### config.mk
export PLATFORM = sky130hd
export DESIGN_NAME = hdbn_encoder_flat
export DESIGN_NICKNAME = d
export VERILOG_FILES = /design/src/rtl/hdbn_encoder_if.sv /design/src/rtl/hdbn_encoder.sv /design/src/flat_wrapper.sv
export SDC_FILE = /design/constraint.sdc
export NUM_CORES = 1
export LEC_CHECK = 0
export BUFFER_PORTS_ARGS = -buffer_cell sky130_fd_sc_hd__buf_4
export CORE_MARGIN = 4
export CORE_UTILIZATION = 40
export DETAILED_ROUTE_END_ITERATION = 10
export SLEW_MARGIN = 10
export SYNTH_ARGS = -nofsm -noshare
export SYNTH_HDL_FRONTEND = slang
export SYNTH_SLANG_ARGS = --single-unit
### constraint.sdc
create_clock -name i_clk -period 2.9 [get_ports i_clk]
set_clock_uncertainty 0.1 [all_clocks]
set_input_delay 0.29 -clock i_clk [delete_from_list [all_inputs] [get_ports i_clk]]
set_output_delay 0.29 -clock i_clk [all_outputs]
set_load 0.1 [all_outputs]
### src/rtl/hdbn_encoder_if.sv
// Beat-level bus between an NRZ source and the HDB-N line encoder.
//   i_valid : qualifies i_data/i_ami, one beat per cycle with i_valid=1
//   i_data  : NRZ data bit
//   i_ami   : 1 = plain AMI, 0 = HDB-N substitution
//   o_valid : one-cycle strobe for a new output symbol
//   o_code  : symbol type (00 zero, 01 one, 10 V, 11 B)
//   o_pos   : positive line pulse
//   o_neg   : negative line pulse
interface hdbn_encoder_if;
  logic       i_valid;
  logic       i_data;
  logic       i_ami;
  logic       o_valid;
  logic [1:0] o_code;
  logic       o_pos;
  logic       o_neg;

  // Source side: drives beats, observes line symbols.
  modport master (
    output i_valid, i_data, i_ami,
    input  o_valid, o_code, o_pos, o_neg
  );

  // Encoder side.
  modport slave (
    input  i_valid, i_data, i_ami,
    output o_valid, o_code, o_pos, o_neg
  );
endinterface

### src/rtl/hdbn_encoder.sv
// HDB-N / AMI line encoder.
// A delay line of ORDER+1 symbol stages lets a zero run be recognised at its
// (ORDER+1)-th zero while its first zero is still in flight, so that first
// zero can be retro-coded as a B pulse. Polarity is assigned as symbols leave.
//   i_clk : clock, rising edge
//   i_rst : synchronous active-high reset
//   bus   : hdbn_encoder_if.slave (input beats, output symbols)
module hdbn_encoder #(
  parameter int unsigned ORDER = 3
) (
  input  logic          i_clk,
  input  logic          i_rst,
  hdbn_encoder_if.slave bus
);

  localparam int unsigned CODE_W = 2;
  localparam int unsigned CNT_W  = $clog2(ORDER + 1);

  localparam logic [CODE_W-1:0] SYM_ZERO = 2'b00;
  localparam logic [CODE_W-1:0] SYM_ONE  = 2'b01;
  localparam logic [CODE_W-1:0] SYM_V    = 2'b10;
  localparam logic [CODE_W-1:0] SYM_B    = 2'b11;

  logic [CODE_W-1:0] s_code [0:ORDER];
  logic              s_vld  [0:ORDER];
  logic [CNT_W-1:0]  zero_cnt;
  logic              parity;    // odd number of pulses since last V
  logic              last_pos;  // polarity of the most recent B/one pulse

  logic              sub;
  logic [CODE_W-1:0] head_code;
  logic [CODE_W-1:0] tail_code;
  logic              tail_vld;

  // Symbol entering s[0] and symbol entering s[ORDER] on this beat.
  always_comb begin
    sub       = 1'b0;
    head_code = SYM_ZERO;
    tail_code = s_code[ORDER-1];
    tail_vld  = s_vld[ORDER-1];
    sub       = !bus.i_ami && !bus.i_data && (zero_cnt == CNT_W'(ORDER));
    head_code = sub ? SYM_V : {1'b0, bus.i_data};
    // Even parity: first zero of the run becomes B so the V alternates.
    if (sub && !parity) begin
      tail_code = SYM_B;
    end
  end

  // Delay line, run/parity tracking and registered line output.
  always_ff @(posedge i_clk) begin
    if (i_rst) begin
      for (int k = 0; k <= int'(ORDER); k++) begin
        s_code[k] <= SYM_ZERO;
        s_vld[k]  <= 1'b0;
      end
      zero_cnt   <= '0;
      parity     <= 1'b0;
      last_pos   <= 1'b0;
      bus.o_valid <= 1'b0;
      bus.o_code  <= SYM_ZERO;
      bus.o_pos   <= 1'b0;
      bus.o_neg   <= 1'b0;
    end else begin
      bus.o_valid <= 1'b0;
      if (bus.i_valid) begin
        s_code[0] <= head_code;
        s_vld[0]  <= 1'b1;
        for (int k = 1; k < int'(ORDER); k++) begin
          s_code[k] <= s_code[k-1];
          s_vld[k]  <= s_vld[k-1];
        end
        s_code[ORDER] <= tail_code;
        s_vld[ORDER]  <= tail_vld;

        if (bus.i_ami || bus.i_data || sub) begin
          zero_cnt <= '0;
        end else begin
          zero_cnt <= zero_cnt + CNT_W'(1);
        end

        if (sub) begin
          parity <= 1'b0;
        end else if (bus.i_data) begin
          parity <= !parity;
        end

        if (tail_vld) begin
          bus.o_valid <= 1'b1;
          bus.o_code  <= tail_code;
          unique case (tail_code)
            SYM_ONE, SYM_B: begin
              bus.o_pos <= !last_pos;
              bus.o_neg <= last_pos;
              last_pos  <= !last_pos;
            end
            SYM_V: begin
              // Violation repeats the previous pulse polarity.
              bus.o_pos <= last_pos;
              bus.o_neg <= !last_pos;
            end
            default: begin
              bus.o_pos <= 1'b0;
              bus.o_neg <= 1'b0;
            end
          endcase
        end
      end
    end
  end

endmodule

### src/flat_wrapper.sv
// flat-port wrapper written by rule: the top's interface ports become plain ports
module hdbn_encoder_flat 
#(
  parameter int unsigned ORDER = 3
)
  (i_clk, i_rst, bus_i_valid, bus_i_data, bus_i_ami, bus_o_valid, bus_o_code, bus_o_pos, bus_o_neg);
  hdbn_encoder_if bus_i ();
  input  logic i_clk;
  input  logic i_rst;
  input wire logic [$bits(bus_i.i_valid)-1:0] bus_i_valid;
  input wire logic [$bits(bus_i.i_data)-1:0] bus_i_data;
  input wire logic [$bits(bus_i.i_ami)-1:0] bus_i_ami;
  output wire logic [$bits(bus_i.o_valid)-1:0] bus_o_valid;
  output wire logic [$bits(bus_i.o_code)-1:0] bus_o_code;
  output wire logic [$bits(bus_i.o_pos)-1:0] bus_o_pos;
  output wire logic [$bits(bus_i.o_neg)-1:0] bus_o_neg;
  assign bus_i.i_valid = bus_i_valid;
  assign bus_i.i_data = bus_i_data;
  assign bus_i.i_ami = bus_i_ami;
  assign bus_o_valid = bus_i.o_valid;
  assign bus_o_code = bus_i.o_code;
  assign bus_o_pos = bus_i.o_pos;
  assign bus_o_neg = bus_i.o_neg;
  hdbn_encoder #(.ORDER(ORDER)) u_core (.i_clk(i_clk), .i_rst(i_rst), .bus(bus_i));
endmodule
After elaboration in Yosys (flattened, before gate mapping) --
Memory sizes are Yosys's and may differ from the RTL's. Index checks and enable logic that the tools add are counted.
Word-level totals: flip-flop bits (word level) 9, bits in latches 0, memory bits (writable) 12, bits in read-only memories 0, output and inout port bits 5, logic and storage cells 59, memories 2
Operators by class: add/sub/neg operators 1, multipliers 0, div/mod/pow operators 0, order comparisons 0, equal/unequal tests 4, shift-type cells 0, mux-type cells 21, bitwise logic cells 9, reduce and logical (&&, ||, !) cells 15
Memories:
- u_core.s_code | depth 4, width 2, rd ports 3, clocked after Yosys merged registers in 0, wr ports 4, line hdbn_encoder.sv:24 | logic [CODE_W-1:0] s_code [0:ORDER];
- u_core.s_vld | depth 4, width 1, rd ports 3, clocked after Yosys merged registers in 0, wr ports 4, line hdbn_encoder.sv:25 | logic s_vld [0:ORDER];
Operator list (count):
- 2-to-1 mux 2 bit | 7
- 2-to-1 mux 1 bit | 12
- bitwise OR 1 bit | 8
- == test 2 bit, second input constant | 3
- zero test 1 bit | 4
- case mux 1 bit (2 select lines) | 2
- AND reduction 2 bit | 2
- OR reduction 2 bit | 2
- logical AND 1 bit | 3
- AND reduction 3 bit | 1
- adder 2 x 1 -> 2 bit, second input constant | 1
- == test 2 x 1 -> 1 bit, second input constant | 1
- logical OR 1 bit | 2
- nonzero test 2 bit | 1
- inverter 1 bit | 1

Logic depth before layout (Yosys ltp) --
word-level depth 8, gate-level depth with buffers 6, mapped depth without buffers 5

Least setup slack after synthesis --
OpenSTA, ideal clock, no wires.
path type register -> register, start reg, netlist name u_core.bus.o_pos, end reg u_core.bus.o_pos, library setup time 88 ps, arrival 1301 ps, slack 1411 ps, stages on the path, launching flop included 3, period minus slack after synthesis 1489 ps, cell sequence dfxtp_1 > nor2_1 > a311oi_2
RTL lines:
- end signal, assigned | line hdbn_encoder.sv:92 | bus.o_pos <= !last_pos;
- end signal, assigned | line hdbn_encoder.sv:98 | bus.o_pos <= last_pos;
- end, declared | line hdbn_encoder_if.sv:27 | output o_valid, o_code, o_pos, o_neg

Worst setup path after layout --
start reg u_core.zero_cnt[0], end reg u_core.bus.o_pos
On the way: longest elaborated chain between the ends 7
RTL lines:
- start, declared | line hdbn_encoder.sv:26 | logic [CNT_W-1:0] zero_cnt;
- start signal, assigned | line hdbn_encoder.sv:78 | zero_cnt <= zero_cnt + CNT_W'(1);
- == test 2 bit (*) | line hdbn_encoder.sv:41 | sub = !bus.i_ami && !bus.i_data && (zero_cnt == CNT_W'(ORDER));
- logical AND 1 bit (*) | line hdbn_encoder.sv:41
- logical AND 1 bit (*) | line hdbn_encoder.sv:44 | if (sub && !parity) begin
- 2-to-1 mux 2 bit (*) | line hdbn_encoder.sv:44
- == test 2 x 1 -> 1 bit / == test 2 bit (equally long branches) | line hdbn_encoder.sv:90 | unique case (tail_code)
- OR reduction 2 bit | line hdbn_encoder.sv:90
- case mux 1 bit (2 select lines) (*) | line hdbn_encoder.sv:90
Every way passes the cells marked *; elsewhere a longest branch is shown, timed or not. A chain may end at the register's enable or synchronous reset.

==> metrics.yaml <==
cts_root_buffer: "clkbuf_4"
io_pins: 10
required_ps: 3010
cp_data_arrival_time_ps: 1690
crit_slowest_cell: "dfxtp_1"
cts_max_path_buffers: 2
antenna_found_initial: 0
globalRouteOverflowTotal: 0
fp.coreArea_um2: 1745
period_share: 0.5452
ir_worst_vdd_mv: 0.3542
gp_congestion: 0.7613
antenna_left: 0
cts.repair.resized: 0
synth_most_common_cell: "dfxtp_1"
tightestPinTransition_ps: 388.0
syn_avg_cell_area_um2: 11.17
synth_fp_nets: 73
hold_class: "input port to flip-flop"
hpwl_um: 888.1
postCtsSetupBuffers: 0
reg2reg_setup_slack_ps: 1320
routed_wl_um: 1202
whs_ps: 159.8
syn_inst: 67
path_cells: "ha_1, nor4b_4, nor2_2, or2_0, a311oi_2"
hold_viol_final: 0
ys_ff_latch: 18
drt_iter0_drc: 8
grt_setup_unrepaired: "no"
cts_buffers: 3
cts_sinks: 18
floorplan.initialDensity: 0.4287
syn_area_um2: 748.2
cp_max_fo: 4
io_buffers: 9
synth_top_area_frac: 0.3211
pre_cts_ws_ps: 1318
p_leak_nw: 0.3363
grt_pass1_wl_um: 2090
ys_seq_area_frac: 0.5886
synth_edf_count: 8
wl_per_cell_um: 11.78
async_flop_share: 0
die_x_um: 51.25
via_per_inst: 4.843
drc: 0
dr.pass1.iters: 3
synth.distinct_cells: 27
yosys-top-cells-area: "edfxtp_1 (32%), dfxtp_1 (27%), and2_1 (5.9%), nor2_1 (4.0%), nor4b_4 (3.2%)"
fin_crit_ps: 1581
critPathMaxStageDelay_ps: 370
path_class: "flip-flop to flip-flop"
rows: 15
synth_area_leader_cell: "edfxtp_1"
drive_above_1_share: 0.2208
finalMaxSlewViolations: 0
max_slew_margin: 0.7408
die_area_um2: 2627
grt_start_max_net_pins: 13
clkTransAtPathRegs_ps: 100
setup.worst_path.start_class: "flip-flop"
cts_max_level: 1
status: "finished clean"
grt_pass1_vias: 486
worst_skew_pair.late_latency_ps: 280
tns_ps: 0
num_vias: 494
die_height_um: 51.25
ctsHoldBuffers: 0
cts_tree: "yes"
yosys_warnings: 0
setup_viol: 0
synthTopCellsByCount: "dfxtp_1 (10), edfxtp_1 (8), nor2_1 (8), and2_1 (7)"
p_per_area_nw_per_um2: 564.4
setup_ws_ps: 1319
nets: 84
synth_top_flop_cell: "dfxtp_1"
antenna_cells: 0
crit_path_end_kind: "flip-flop"
max_freq_ghz: 0.6325
synthToLayoutAreaGrowth_pct: 16.22
grt_use_total: 0.1088
cap_violations: 0
## critical path: cells and delay by family (launching register included)
kind | cells | cell delay [ps]
simple gates | 3 | 590
flops | 1 | 370
fa+ha+maj | 1 | 230
compound gates | 1 | 220
## cell usage in the layout (no fill, tap or decap)
| cell | n |
|---|---|
| buf_4 | 9 |
| mux2i_1 | 1 |
| nor2b_1 | 1 |
| nor4_1 | 1 |
| a311oi_2 | 1 |
| o21ai_0 | 3 |
| dfxtp_1 | 10 |
| and2_1 | 7 |
| and2b_1 | 1 |
| a311oi_1 | 1 |
| and2_0 | 1 |
| and3b_1 | 1 |
| clkbuf_4 | 3 |
| nor2_1 | 8 |
| nand2b_1 | 1 |
| nor3_1 | 3 |
| ha_1 | 1 |
| edfxtp_1 | 8 |
| nor4b_4 | 1 |
| or2_0 | 1 |
| nand2_1 | 3 |
| a21oi_1 | 3 |
| clkbuf_8 | 1 |
| nor2_2 | 1 |
| or2_2 | 1 |
| nand3b_1 | 2 |
| xor2_1 | 1 |
| nand3_1 | 2 |
## cell type report
class                   instances  area [µm²]
fillers                       175       875.8
flip-flops and latches         18       440.4
clock buffers                   4       36.28
repair buffers                  9       67.56
well taps                      25       31.28
multi-input cells              46       294.0
## state kept, by name (all words and copies together), names as in the netlist
register            flops
u_core.zero_cnt         2
u_core.s_code           6
u_core.bus.o_neg        1
u_core.s_vld            3
u_core.last_pos         1
u_core.bus.o_valid      1
u_core.parity           1
u_core.bus.o_pos        1
u_core.bus.o_code       2
## worst paths after layout
path,from,cells after the start,endpoint
setup / recovery,u_core.zero_cnt[0],5,u_core.bus.o_pos
hold / removal,i_rst,2,u_core.parity
setup reg to reg,u_core.zero_cnt[0],5,u_core.bus.o_pos
hold reg to reg,u_core.bus.o_code[0],2,u_core.bus.o_code[0]
## routing by layer
| metal | routed length, µm | vias up | GRT usage |
|---|---|---|---|
| met5 | 0 | - | 0 |
| met3 | 64 | 2 | 0.03790 |
| li1 | - | 252 | - |
| met4 | 17 | 0 | 0.06550 |
| met2 | 601 | 9 | 0.1695 |
| met1 | 519 | 231 | 0.1280 |
## stage by stage
step / cell area (µm²) / total power, W / util / cells
6_report: 869.6 / 0.0004908 / 0.4982 / 102
3_5_place_dp: 833.3 / 0.0003472 / 0.4774 / 98
3_3_place_gp: 833.3 / 0.0003459 / 0.4774 / 98
2_1_floorplan: 748.2 / 0.0003308 / - / 67
5_1_grt: 869.6 / 0.0005143 / 0.4982 / 102
4_1_cts: 869.6 / 0.0004970 / 0.4982 / 102
## power breakdown
part           total (W)  switching (W)  leakage [nW]  internal (W)
clock           0.000151      0.0000742        0.0210     0.0000764
combinational  0.0000566      0.0000395         0.145     0.0000171
sequential      0.000284     0.00000615         0.170      0.000278
## cells by family (layout without fill, tap and decap cells)
| group | count (synthesis) | count (layout) | share of synthesized area |
|---|---|---|---|
| AND/OR/NAND/NOR | 35 | 35 | 0.2793 |
| flip-flops | 18 | 18 | 0.5886 |
| AO/OA/AOI/OAI | 8 | 8 | 0.07189 |
| buffers and inverters | 3 | 13 | 0.01839 |
| adder cells (fa/ha/maj) | 1 | 1 | 0.01672 |
| XOR/XNOR | 1 | 1 | 0.01171 |
| multiplexers | 1 | 1 | 0.01338 |
(Power assumes the default switching activity.)
